===== config.mk =====
export PLATFORM = sky130hd
export DESIGN_NAME = pipeline_ctrl
export DESIGN_NICKNAME = d
export VERILOG_FILES = /design/src/rtl/rv32i_types.sv /design/src/rtl/pipe_perf_counter.sv /design/src/rtl/pipeline_ctrl.sv
export SDC_FILE = /design/constraint.sdc
export NUM_CORES = 1
export LEC_CHECK = 0
export CORE_AREA = 4 4 41 43
export CTS_CLUSTER_DIAMETER = 120
export CTS_CLUSTER_SIZE = 10
export DETAILED_ROUTE_END_ITERATION = 7
export DIE_AREA = 0 0 45 47
export PLACE_DENSITY = 0.73
export SLEW_MARGIN = 20
export SYNTH_ARGS = -nofsm -noshare
export SYNTH_HDL_FRONTEND = slang
export SYNTH_SLANG_ARGS = --single-unit

===== constraint.sdc =====
create_clock -name clk_i -period 4.6 [get_ports clk_i]
set_input_delay 0.92 -clock clk_i [delete_from_list [all_inputs] [get_ports clk_i]]
set_output_delay 0.92 -clock clk_i [all_outputs]
set_load 0.05 [all_outputs]

===== src/rtl/rv32i_types.sv =====
// Shared rv32i pipeline types: the per-stage load/flush control bundle used by the hazard controller.
package rv32i_types;

    localparam int REG_ADDR_W = 5;
    localparam int PERF_W     = 32;

    typedef struct packed {
        logic pc_load;
        logic pc_sel;
        logic ifid_load;
        logic ifid_flush;
        logic idex_load;
        logic idex_flush;
        logic exmem_load;
        logic exmem_flush;
        logic memwb_load;
        logic memwb_flush;
    } pipe_ctrl_t;

    // Source operand collides with a non-x0 destination.
    function automatic logic reg_conflict(input logic [REG_ADDR_W-1:0] rd,
                                          input logic [REG_ADDR_W-1:0] rs,
                                          input logic                  use_rs);
        return use_rs && (rd != '0) && (rs == rd);
    endfunction

endpackage


===== src/rtl/pipe_perf_counter.sv =====
// Saturating 32-bit event counter with enable; only built when PIPE_CTRL_PERF_EN is defined.
`ifdef PIPE_CTRL_PERF_EN
module pipe_perf_counter
    import rv32i_types::*;
(
    input  logic              clk_i,
    input  logic              rst_ni,
    input  logic              en_i,
    output logic [PERF_W-1:0] cnt_o
);

    logic [PERF_W-1:0] cnt_q;
    logic [PERF_W-1:0] cnt_d;

    always_comb begin
        cnt_d = cnt_q;
        if (en_i && (cnt_q != '1)) begin
            cnt_d = cnt_q + 1'b1;
        end
    end

    always_ff @(posedge clk_i) begin
        if (!rst_ni) begin
            cnt_q <= '0;
        end else begin
            cnt_q <= cnt_d;
        end
    end

    assign cnt_o = cnt_q;

endmodule
`endif


===== src/rtl/pipeline_ctrl.sv =====
// Hazard/stall controller for the 5-stage rv32i pipeline (memory stalls, branch redirects, load-use).
// Optional performance counters are enabled with the PIPE_CTRL_PERF_EN macro.
module pipeline_ctrl
    import rv32i_types::*;
(
    input  logic                  clk_i,
    input  logic                  rst_ni,
    input  logic                  imem_req_i,
    input  logic                  imem_resp_i,
    input  logic                  dmem_req_i,
    input  logic                  dmem_resp_i,
    input  logic                  br_taken_i,
    input  logic                  idex_mem_read_i,
    input  logic [REG_ADDR_W-1:0] idex_rd_addr_i,
    input  logic [REG_ADDR_W-1:0] ifid_rs1_addr_i,
    input  logic [REG_ADDR_W-1:0] ifid_rs2_addr_i,
    input  logic                  ifid_use_rs1_i,
    input  logic                  ifid_use_rs2_i,
    output logic                  pc_load_o,
    output logic                  pc_sel_o,
    output logic                  ifid_load_o,
    output logic                  ifid_flush_o,
    output logic                  idex_load_o,
    output logic                  idex_flush_o,
    output logic                  exmem_load_o,
    output logic                  exmem_flush_o,
    output logic                  memwb_load_o,
    output logic                  memwb_flush_o,
    output logic                  imem_latch_o
`ifdef PIPE_CTRL_PERF_EN
    ,
    output logic [PERF_W-1:0]     perf_mem_stall_o,
    output logic [PERF_W-1:0]     perf_lu_bubble_o,
    output logic [PERF_W-1:0]     perf_br_flush_o
`endif
);

    logic       imem_done_q, imem_done_d;
    logic       dmem_done_q, dmem_done_d;
    logic       i_ok, d_ok, mem_stall, lu;
    logic       win_stall, win_br, win_lu;
    pipe_ctrl_t ctrl;

    assign i_ok      = ~imem_req_i | imem_resp_i | imem_done_q;
    assign d_ok      = ~dmem_req_i | dmem_resp_i | dmem_done_q;
    assign mem_stall = ~(i_ok & d_ok);

    assign lu = idex_mem_read_i &
                (reg_conflict(idex_rd_addr_i, ifid_rs1_addr_i, ifid_use_rs1_i) |
                 reg_conflict(idex_rd_addr_i, ifid_rs2_addr_i, ifid_use_rs2_i));

    assign win_stall = mem_stall;
    assign win_br    = ~mem_stall & br_taken_i;
    assign win_lu    = ~mem_stall & ~br_taken_i & lu;

    always_comb begin
        ctrl             = '0;
        ctrl.pc_load     = 1'b1;
        ctrl.ifid_load   = 1'b1;
        ctrl.idex_load   = 1'b1;
        ctrl.exmem_load  = 1'b1;
        ctrl.memwb_load  = 1'b1;
        if (win_stall) begin
            // Freeze everything; the WB bubble keeps a held MEM/WB entry from retiring twice.
            ctrl             = '0;
            ctrl.memwb_flush = 1'b1;
        end else if (win_br) begin
            ctrl.pc_sel      = 1'b1;
            ctrl.ifid_flush  = 1'b1;
            ctrl.idex_flush  = 1'b1;
        end else if (win_lu) begin
            ctrl.pc_load     = 1'b0;
            ctrl.ifid_load   = 1'b0;
            ctrl.idex_flush  = 1'b1;
        end
    end

    // Completion flags only accumulate while stalled; any advancing cycle drops them.
    always_comb begin
        imem_done_d = 1'b0;
        dmem_done_d = 1'b0;
        if (mem_stall) begin
            imem_done_d = imem_done_q | imem_resp_i;
            dmem_done_d = dmem_done_q | dmem_resp_i;
        end
    end

    always_ff @(posedge clk_i) begin
        if (!rst_ni) begin
            imem_done_q <= 1'b0;
            dmem_done_q <= 1'b0;
        end else begin
            imem_done_q <= imem_done_d;
            dmem_done_q <= dmem_done_d;
        end
    end

    assign pc_load_o     = rst_ni & ctrl.pc_load;
    assign pc_sel_o      = rst_ni & ctrl.pc_sel;
    assign ifid_load_o   = rst_ni & ctrl.ifid_load;
    assign ifid_flush_o  = rst_ni & ctrl.ifid_flush;
    assign idex_load_o   = rst_ni & ctrl.idex_load;
    assign idex_flush_o  = rst_ni & ctrl.idex_flush;
    assign exmem_load_o  = rst_ni & ctrl.exmem_load;
    assign exmem_flush_o = rst_ni & ctrl.exmem_flush;
    assign memwb_load_o  = rst_ni & ctrl.memwb_load;
    assign memwb_flush_o = rst_ni & ctrl.memwb_flush;
    assign imem_latch_o  = rst_ni & mem_stall & imem_resp_i;

`ifdef PIPE_CTRL_PERF_EN
    pipe_perf_counter u_perf_mem_stall (
        .clk_i  (clk_i),
        .rst_ni (rst_ni),
        .en_i   (win_stall),
        .cnt_o  (perf_mem_stall_o)
    );

    pipe_perf_counter u_perf_lu_bubble (
        .clk_i  (clk_i),
        .rst_ni (rst_ni),
        .en_i   (win_lu),
        .cnt_o  (perf_lu_bubble_o)
    );

    pipe_perf_counter u_perf_br_flush (
        .clk_i  (clk_i),
        .rst_ni (rst_ni),
        .en_i   (win_br),
        .cnt_o  (perf_br_flush_o)
    );
`endif

endmodule

== Yosys cells after proc, flatten, opt, wreduce, memory -nomap -nowiden ==
Cells that the tools add are included.
Widths: inputs -> output; s select.
Storage, ports and cells
  bits in registers: 2
  input port bits: 25
Cells by class
  equal/unequal tests: 2
  mux-type cells: 9
  bitwise logic cells: 29
  reduce and logical (&&, ||, !) cells: 6
Operator list (number)
  $and 1x1->1: 17
  $eq 5x5->1: 2
  $mux 4: 2
  $mux 1: 7
  $or 1x1->1: 7
  $not 1->1: 5
  $reduce_bool 5->1: 1
  $logic_and 1x1->1: 4
  $reduce_or 2->1: 1

== Longest topological paths before layout ==
Gate-level depths: netlist of run 1.
  word-level depth: 10
  gate-level depth with buffers: 5
  depth with buffers taken out: 4

== Least setup slack after synthesis of run 1 ==
Ideal clock, no wire load.
  path kind: input to output
  start point: input imem_resp_i
  end point: output idex_flush_o
  data arrival time: 2.994 ns
  setup slack: 0.686 ns
  stages on the path: 4
  path buffers: 0
  path through: nor2_1 > a221oi_2 > and2_1 > o21bai_1
Between the ends
  word-level cells in the longest chain between the ends: 9
  elaborated cells between the ends (all ways): 10
RTL lines
  start, declared: RTL line pipeline_ctrl.sv:9  | input logic imem_resp_i,
  $or 1x1->1 * (2 in series): RTL line pipeline_ctrl.sv:44  | assign i_ok = ~imem_req_i | imem_resp_i | imem_done_q;
  $and 1x1->1 *: RTL line pipeline_ctrl.sv:46  | assign mem_stall = ~(i_ok & d_ok);
  $and 1x1->1 (2 in series): RTL line pipeline_ctrl.sv:54  | assign win_lu = ~mem_stall & ~br_taken_i & lu;
  $mux 1: RTL line pipeline_ctrl.sv:71  | end else if (win_lu) begin
  $mux 1: RTL line pipeline_ctrl.sv:67  | end else if (win_br) begin
  $mux 1 *: RTL line pipeline_ctrl.sv:63  | if (win_stall) begin
  $and 1x1->1 *: RTL line pipeline_ctrl.sv:103  | assign idex_flush_o = rst_ni & ctrl.idex_flush;
  end, declared: RTL line pipeline_ctrl.sv:24  | output logic idex_flush_o,
Mark *: on every way between the ends. The rest lies on a longest branch, timed or not.

== Worst setup path in the final report of run 1 ==
Same ends and word-level chain as after synthesis.

==> results of run 1 <==
==> path summary, 6_finish.rpt <==
check | start | to | slack (ns) | cells past startpoint
setup reg to reg | dmem_done_q$_SDFF_PN0_ | imem_done_q$_SDFF_PN0_ | 3.64 | 4
setup / recovery | imem_resp_i | idex_flush_o | 0.64 | 6
hold / removal | dmem_done_q$_SDFF_PN0_ | dmem_done_q$_SDFF_PN0_ | 0.48 | 2
hold reg to reg | dmem_done_q$_SDFF_PN0_ | dmem_done_q$_SDFF_PN0_ | 0.48 | 2
==> worst max-delay path, delay by kind of cell <==
family / cells / cell delay, ns
buf+inv: 2 / 1.30
compound gates: 2 / 0.52
simple gates: 2 / 0.29
==> sequential cells by signal, summed over array words and instances, names as in the netlist <==
register / count
dmem_done_q: 1
imem_done_q: 1
==> cell type report <==
type,instances,area (um^2)
fillers,144,653
inverters,3,11.3
flip-flops and latches,2,40.0
well taps,15,18.8
repair buffers,34,340
multi-input cells,29,215
clock buffers,3,22.5
==> cells by family after synthesis <==
| family | Yosys count | share of synthesized area |
|---|---|---|
| other cells | 1 | 0.0123 |
| xor+xnor | 10 | 0.288 |
| compound gates | 7 | 0.198 |
| simple gates | 11 | 0.210 |
| buf+inv | 8 | 0.161 |
| flops | 2 | 0.132 |
==> routing by layer <==
layer	vias up	part of all wire	wire [um]	track usage
li1	195	-	-	-
met1	162	0.38	353	0.0880
met2	34	0.43	400	0.158
met3	0	0.19	173	0.0690
met4	0	0	0	0.0351
met5	-	0	0	0
==> through the flow <==
stage | utilization | instance area (um^2) | worst slack, ns | hold slack [ns] | cells
6_report | 0.498 | 648 | 0.638 | 0.485 | 86
5_1_grt | 0.498 | 648 | 0.459 | 0.513 | 86
4_1_cts | 0.498 | 648 | 0.601 | 0.490 | 86
3_5_place_dp | 0.481 | 626 | 0.599 | 0.483 | 83
3_3_place_gp | 0.481 | 626 | 0.628 | 0.475 | 83
2_1_floorplan | - | 304 | 0.686 | 0.459 | 39
==> cells in the final DEF, fill, tap and decap left out, drive strengths merged <==
cell type	n
xnor2	2
clkbuf	3
dfxtp	2
o21ai	1
conb	1
nor2	5
o31a	1
o21bai	1
a32oi	1
clkdlybuf4s50	34
and2	2
nor4	2
or4	1
a22oi	1
o211ai	1
inv	3
xor2	8
a221oi	1
nand2b	1
==> report_power, final <==
group	internal (mW)	switching, mW	leakage (nW)
logic	0.0356	0.0394	0.221
clock network	0.0288	0.0104	0.0138
registers	0.0184	0.000208	0.0164
total	0.0828	0.0500	0.251
==> results by group, run 1 <==
Global routing
  – Vias in the first global route: ~370
  – Global router's overall resource usage: 0.0938
  – Wire length of the first global-routing pass: ~1400 um
  – Number of antenna violations at the first check in global routing: 0
  – Pin count of the biggest net entering global routing: 7
  – Residual overflow from global routing: 0

Critical path
  – Crit path max-delay cell type: clkdlybuf4s50_1
  – Most used cell, CP: clkdlybuf4s50_1
  – CP required: about 3.7 ns
  – Worst stage delay on the critical path: 0.82 ns
  – Data arrival, critical path: 3.04 ns
  – Critical path capture point type: primary output
  – Critical Path, Cell by Cell: clkdlybuf4s50_1, nor2_1, a221oi_2, and2_1, o21bai_1, clkdlybuf4s50_1
  – Startpoint types: input port
  – Worst-path fanout max: 6
  – Path type of the worst setup path: in -> out

Detailed routing
  – ANT nets after route: 0
  – Mean routed wirelength per cell: between 10 and 15 um
  – Via count normalized by instance count: 4.55
  – Number of DRC violations after detailed-routing iteration 0: 3
  – Number of design rule violations left after detail routing: 0
  – Total number of vias: 391
  – Final wirelength: 927 um
  – Number of search-and-repair iterations in the first detailed-routing pass: 4

Placement
  – Final weighted congestion in routability-driven placement: between 0.6 and 0.7
  – Detailed placer's ending HPWL: 814 um
  – Port Buf Inserts: 34

Synth
  – Commonest cells in the netlist: xor2_1 (8), buf_4 (5), nor2_1 (5)
  – Synthesized instance count: 39
  – Number of enable-type register cells in the synthesized netlist: 0
  – Part of the Yosys area used for sequential elements: 0.132
  – Distinct cell type count of the synthesized netlist: 21
  – Share of flip-flops with an asynchronous set or reset: 0
  – Primary FF master, synth: dfxtp_1
  – Top area cells in the synthesized netlist: xor2_1 (23%), dfxtp_1 (13%), buf_4 (12%)
  – Number of warnings issued by yosys: 0
  – Flip-flop and latch count after synthesis: 2
  – Most frequently used cell type in the post-synthesis netlist: xor2_1
  – Post-synth design cell area: ~300 um^2
  – Number of nets in the synthesized netlist: 64
  – Synth area leader: xor2_1
  – Average cell area after synthesis: 7.80 um^2
  – Fraction of synthesized cell area taken by the top area cell type: 0.230

Clocking
  – Hold buffers post-CTS: 0
  – Clock transition time at the flip-flop clock pins of the worst setup and hold paths: 0.03 ns
  – CTS Sinks: 2
  – Root Driver: clkbuf_4
  – Clock network latency to the later pin of the worst-skew pair: 0.23 ns
  – Count of cells resized by post-cts repair: 0
  – Number of buffers on the longest clock path: 2
  – Clock tree from TritonCTS: built
  – Buffer count from post-CTS setup fixing: 0
  – CTS Buf Count: 3
  – Clock H-tree levels: 1

Pwr
  – Power density normalized to cell area: 205 nW/um^2
  – Static leakage: 0.251 nW
  – Worst ir drop on vdd: 0.0924 mV
  – Pwr Total: 133 uW

Timing
  – Final worst clock skew: 0.00196 ns
  – Final setup viols: 0
  – Setup repair after global routing missed its margin: no
  – Achievable frequency: 252 MHz
  – Setup TNS: 0 ns
  – Share of the clock period used by the worst path after layout: 0.861
  – Final count of pins violating max slew: 0
  – Headroom to the max-slew limit: 0.662
  – Final critical path time including I/O delays and setup: 3.96 ns
  – Hold Violations, Final: 0
  – Worst Tran Pin Value: 0.506 ns

Layout
  – Final Net Count: 98
  – Layout cells sized above 1: 0.0845
  – Area added between synthesis and finish: 113%
  – Diode insertion count for antenna repair: 0

Floorplanning
  – I/O pin total: 36
  – CORE AREA: 1300 um^2
  – Number of standard-cell rows in the floorplan: 13
  – Initial core utilization: 0.234
  – Die area: 2120 um^2
  – Die X: 45 um
  – Vert. Die Dim: 47 um

Run
  – Maxcap violations: 0

Outcome
  – Run status: completed

Worst hold path
  – Worst Hold Class: reg -> reg
Note: power is estimated with default switching activity, not from simulation.
==> run 2, diff against run 1 <==
Settings changed: TNS_END_PERCENT set to 100.
==> results of run 2 <==
Same layout as run 1: the final DEF is identical, and so are final timing and power.
==> run 3, diff against run 2 <==
Settings changed: CTS_CLUSTER_DIAMETER 120 to 50, GPL_ROUTABILITY_DRIVEN set to 0, RECOVER_POWER set to 25.
==> run 3 against run 2 <==
Against the previous run:
- cell area unchanged
- routed wire length decreased by 0.11%
- setup slack got worse by 0.072 ns
- worst hold slack unchanged
- maximum frequency decreased by 1.8%
- largest power group unchanged
==> results by group, run 3 (same netlist as run 1, synthesis figures left out) <==
Outcome
  – Run status: completed

Clocking
  – Clock network latency to the later pin of the worst-skew pair: 0.23 ns (about the same)
  – Count of cells resized by post-cts repair: 0 (unchanged)
  – CTS Sinks: 2 (unchanged)
  – Clock transition time at the flip-flop clock pins of the worst setup and hold paths: 0.03 ns (about the same)
  – Hold buffers post-CTS: 0 (unchanged)
  – Clock tree from TritonCTS: built
  – Number of buffers on the longest clock path: 2 (unchanged)
  – CTS Buf Count: 3 (unchanged)
  – Clock H-tree levels: 1 (unchanged)
  – Buffer count from post-CTS setup fixing: 0 (unchanged)
  – Root Driver: clkbuf_4

Detailed routing
  – Routed met3 length: 173 um (unchanged)
  – Final wirelength: 926 um (-0.11%)
  – Total number of vias: 391 (unchanged)
  – Number of search-and-repair iterations in the first detailed-routing pass: 4 (unchanged)
  – Routed metal-1 wirelength: 352 um (-0.28%)
  – Number of DRC violations after detailed-routing iteration 0: 3 (unchanged)
  – ANT nets after route: 0 (unchanged)
  – Number of design rule violations left after detail routing: 0 (unchanged)
  – Mean routed wirelength per cell: 10.8 um (-0.11%)
  – Routed length on met2: 400 um (unchanged)
  – Highest metal layer with signal wires: met3
  – Via count normalized by instance count: 4.55 (unchanged)

Pwr
  – Worst ir drop on vdd: 0.0924 mV (about the same)
  – Static leakage: 0.254 nW (+1.0%)
  – Power density normalized to cell area: 204 nW/um^2 (-0.31%)
  – Pwr Total: 132 uW (-0.31%)

Layout
  – Most common library cell in the layout ignoring fill and taps: clkdlybuf4s50_1
  – Area added between synthesis and finish: 113% (unchanged)
  – Final cell utilization of the core: 0.498 (unchanged)
  – Top library cells by usage in the layout, fill and taps aside: clkdlybuf4s50_1 (32), xor2_1 (8), nor2_1 (5), clkbuf_4 (3)
  – Layout cells sized above 1: 0.0845 (unchanged)
  – Biggest regs: dmem_done_q: 1 flops, imem_done_q: 1 flops
  – Diode insertion count for antenna repair: 0 (unchanged)
  – Final Net Count: 98 (unchanged)

Critical path
  – Worst-path fanout max: 6 (unchanged)
  – Path type of the worst setup path: in -> out
  – Critical Path, Cell by Cell: dlygate4sd3_1, nor2_1, a221oi_2, and2_1, o21bai_1, clkdlybuf4s50_1
  – Critical path capture point type: primary output
  – Slack of the worst reg-to-reg path: 3.64 ns (about the same)
  – CP required: 3.68 ns (about the same)
  – RR Startpoint: dmem_done_q$_SDFF_PN0_
  – Startpoint types: input port
  – Count of buffer and inverter cells on the critical path: 2 (unchanged)
  – Worst setup path startpoint: imem_resp_i
  – Cell depth of the worst flop-to-flop path: 4 (unchanged)
  – Worst stage delay on the critical path: 0.82 ns (about the same)
  – Data arrival, critical path: 3.11 ns (+0.07 ns)
  – Crit path max-delay cell type: clkdlybuf4s50_1
  – Largest delay contributor family on the critical path: buffers and inverters
  – Reg-to-reg critical path endpoint: imem_done_q$_SDFF_PN0_

Floorplanning
  – Initial core utilization: 0.234 (unchanged)
  – Die X: 45 um (unchanged)
  – I/O pin total: 36 (unchanged)
  – Vert. Die Dim: 47 um (unchanged)
  – CORE AREA: 1300 um^2 (unchanged)
  – Die area: 2120 um^2 (unchanged)
  – Number of standard-cell rows in the floorplan: 13 (unchanged)

Timing
  – Setup TNS: 0 ns (unchanged)
  – Achievable frequency: 248 MHz (-1.8%)
  – Final critical path time including I/O delays and setup: 4.03 ns (+0.0725 ns)
  – Setup repair after global routing missed its margin: no
  – Share of the clock period used by the worst path after layout: 0.877 (+0.0158)
  – Headroom to the max-slew limit: 0.662 (unchanged)
  – Final count of pins violating max slew: 0 (unchanged)
  – Final setup viols: 0 (unchanged)
  – Final worst clock skew: 0.00196 ns (unchanged)
  – Hold Violations, Final: 0 (unchanged)
  – Worst Tran Pin Value: 0.506 ns (unchanged)

Worst hold path
  – Worst Hold Class: reg -> reg
  – Count of cells along the worst hold path: 2 (unchanged)
  – Hold path startpoint: dmem_done_q$_SDFF_PN0_
  – Endpoint, Worst Hold: dmem_done_q$_SDFF_PN0_

Global routing
  – Wire length of the first global-routing pass: 1400 um (unchanged)
  – Global router's overall resource usage: 0.0938 (unchanged)
  – Number of antenna violations at the first check in global routing: 0 (unchanged)
  – Pin count of the biggest net entering global routing: 7 (unchanged)
  – Vias in the first global route: 365 (unchanged)
  – Residual overflow from global routing: 0 (unchanged)

Run
  – Maxcap violations: 0 (unchanged)

Placement
  – Detailed placer's ending HPWL: 814 um (unchanged)
  – Port Buf Inserts: 34 (unchanged)
==> run 3: changes by cell type in the layout (fill, tap and decap cells not counted) <==
cell             previous run  this run
clkdlybuf4s50_1            34        32
dlygate4sd3_1               0         2
==> run 3: per-layer routing <==
layer / global-route usage / vias up
li1: - / 195
met1: 0.0880 / 162
met2: 0.158 / 34
met3: 0.0690 / 0
met4: 0.0351 / 0
met5: 0 / -
==> run 3: worst max path at each step <==
stage / end / slack [ns] / depth (start not counted)
after floorplan: idex_flush_o / 0.69 / 4
after global placement: idex_flush_o / 0.63 / 6
after detailed placement: idex_flush_o / 0.60 / 6
after CTS: idex_flush_o / 0.60 / 6
after global routing: idex_flush_o / 0.39 / 6
final: idex_flush_o / 0.57 / 6
==> run 3: stage by stage <==
| stage | cell area [um^2] | hold WS (ns) | std cells | setup WS (ns) |
|---|---|---|---|---|
| after floorplan | 304 | 0.459 | 39 | 0.686 |
| after global placement | 626 | 0.475 | 83 | 0.628 |
| after detailed placement | 626 | 0.483 | 83 | 0.599 |
| after CTS | 648 | 0.490 | 86 | 0.601 |
| after global routing | 648 | 0.513 | 86 | 0.386 |
| final | 648 | 0.485 | 86 | 0.566 |
==> run 3: area by class of cell <==
type / count / area [um^2]
timing repair buffer: 34 / 340
inverter: 3 / 11.3
sequential: 2 / 40.0
clock buffer: 3 / 22.5
fill: 144 / 653
multi-input combinational: 29 / 215
tap: 15 / 18.8
==> run 3: report_power, final <==
part	switching [mW]	leakage (nW)	internal [mW]
registers	0.000208	0.0164	0.0184
logic	0.0394	0.223	0.0352
clock network	0.0104	0.0138	0.0288
==> run 3: worst register-to-register path: cells and delay by family, from the launching register on <==
family	cells	cell delay [ns]
AOI/OAI and AO/OA	1	0.11
and+or+nand+nor	3	0.50
DFF	1	0.29
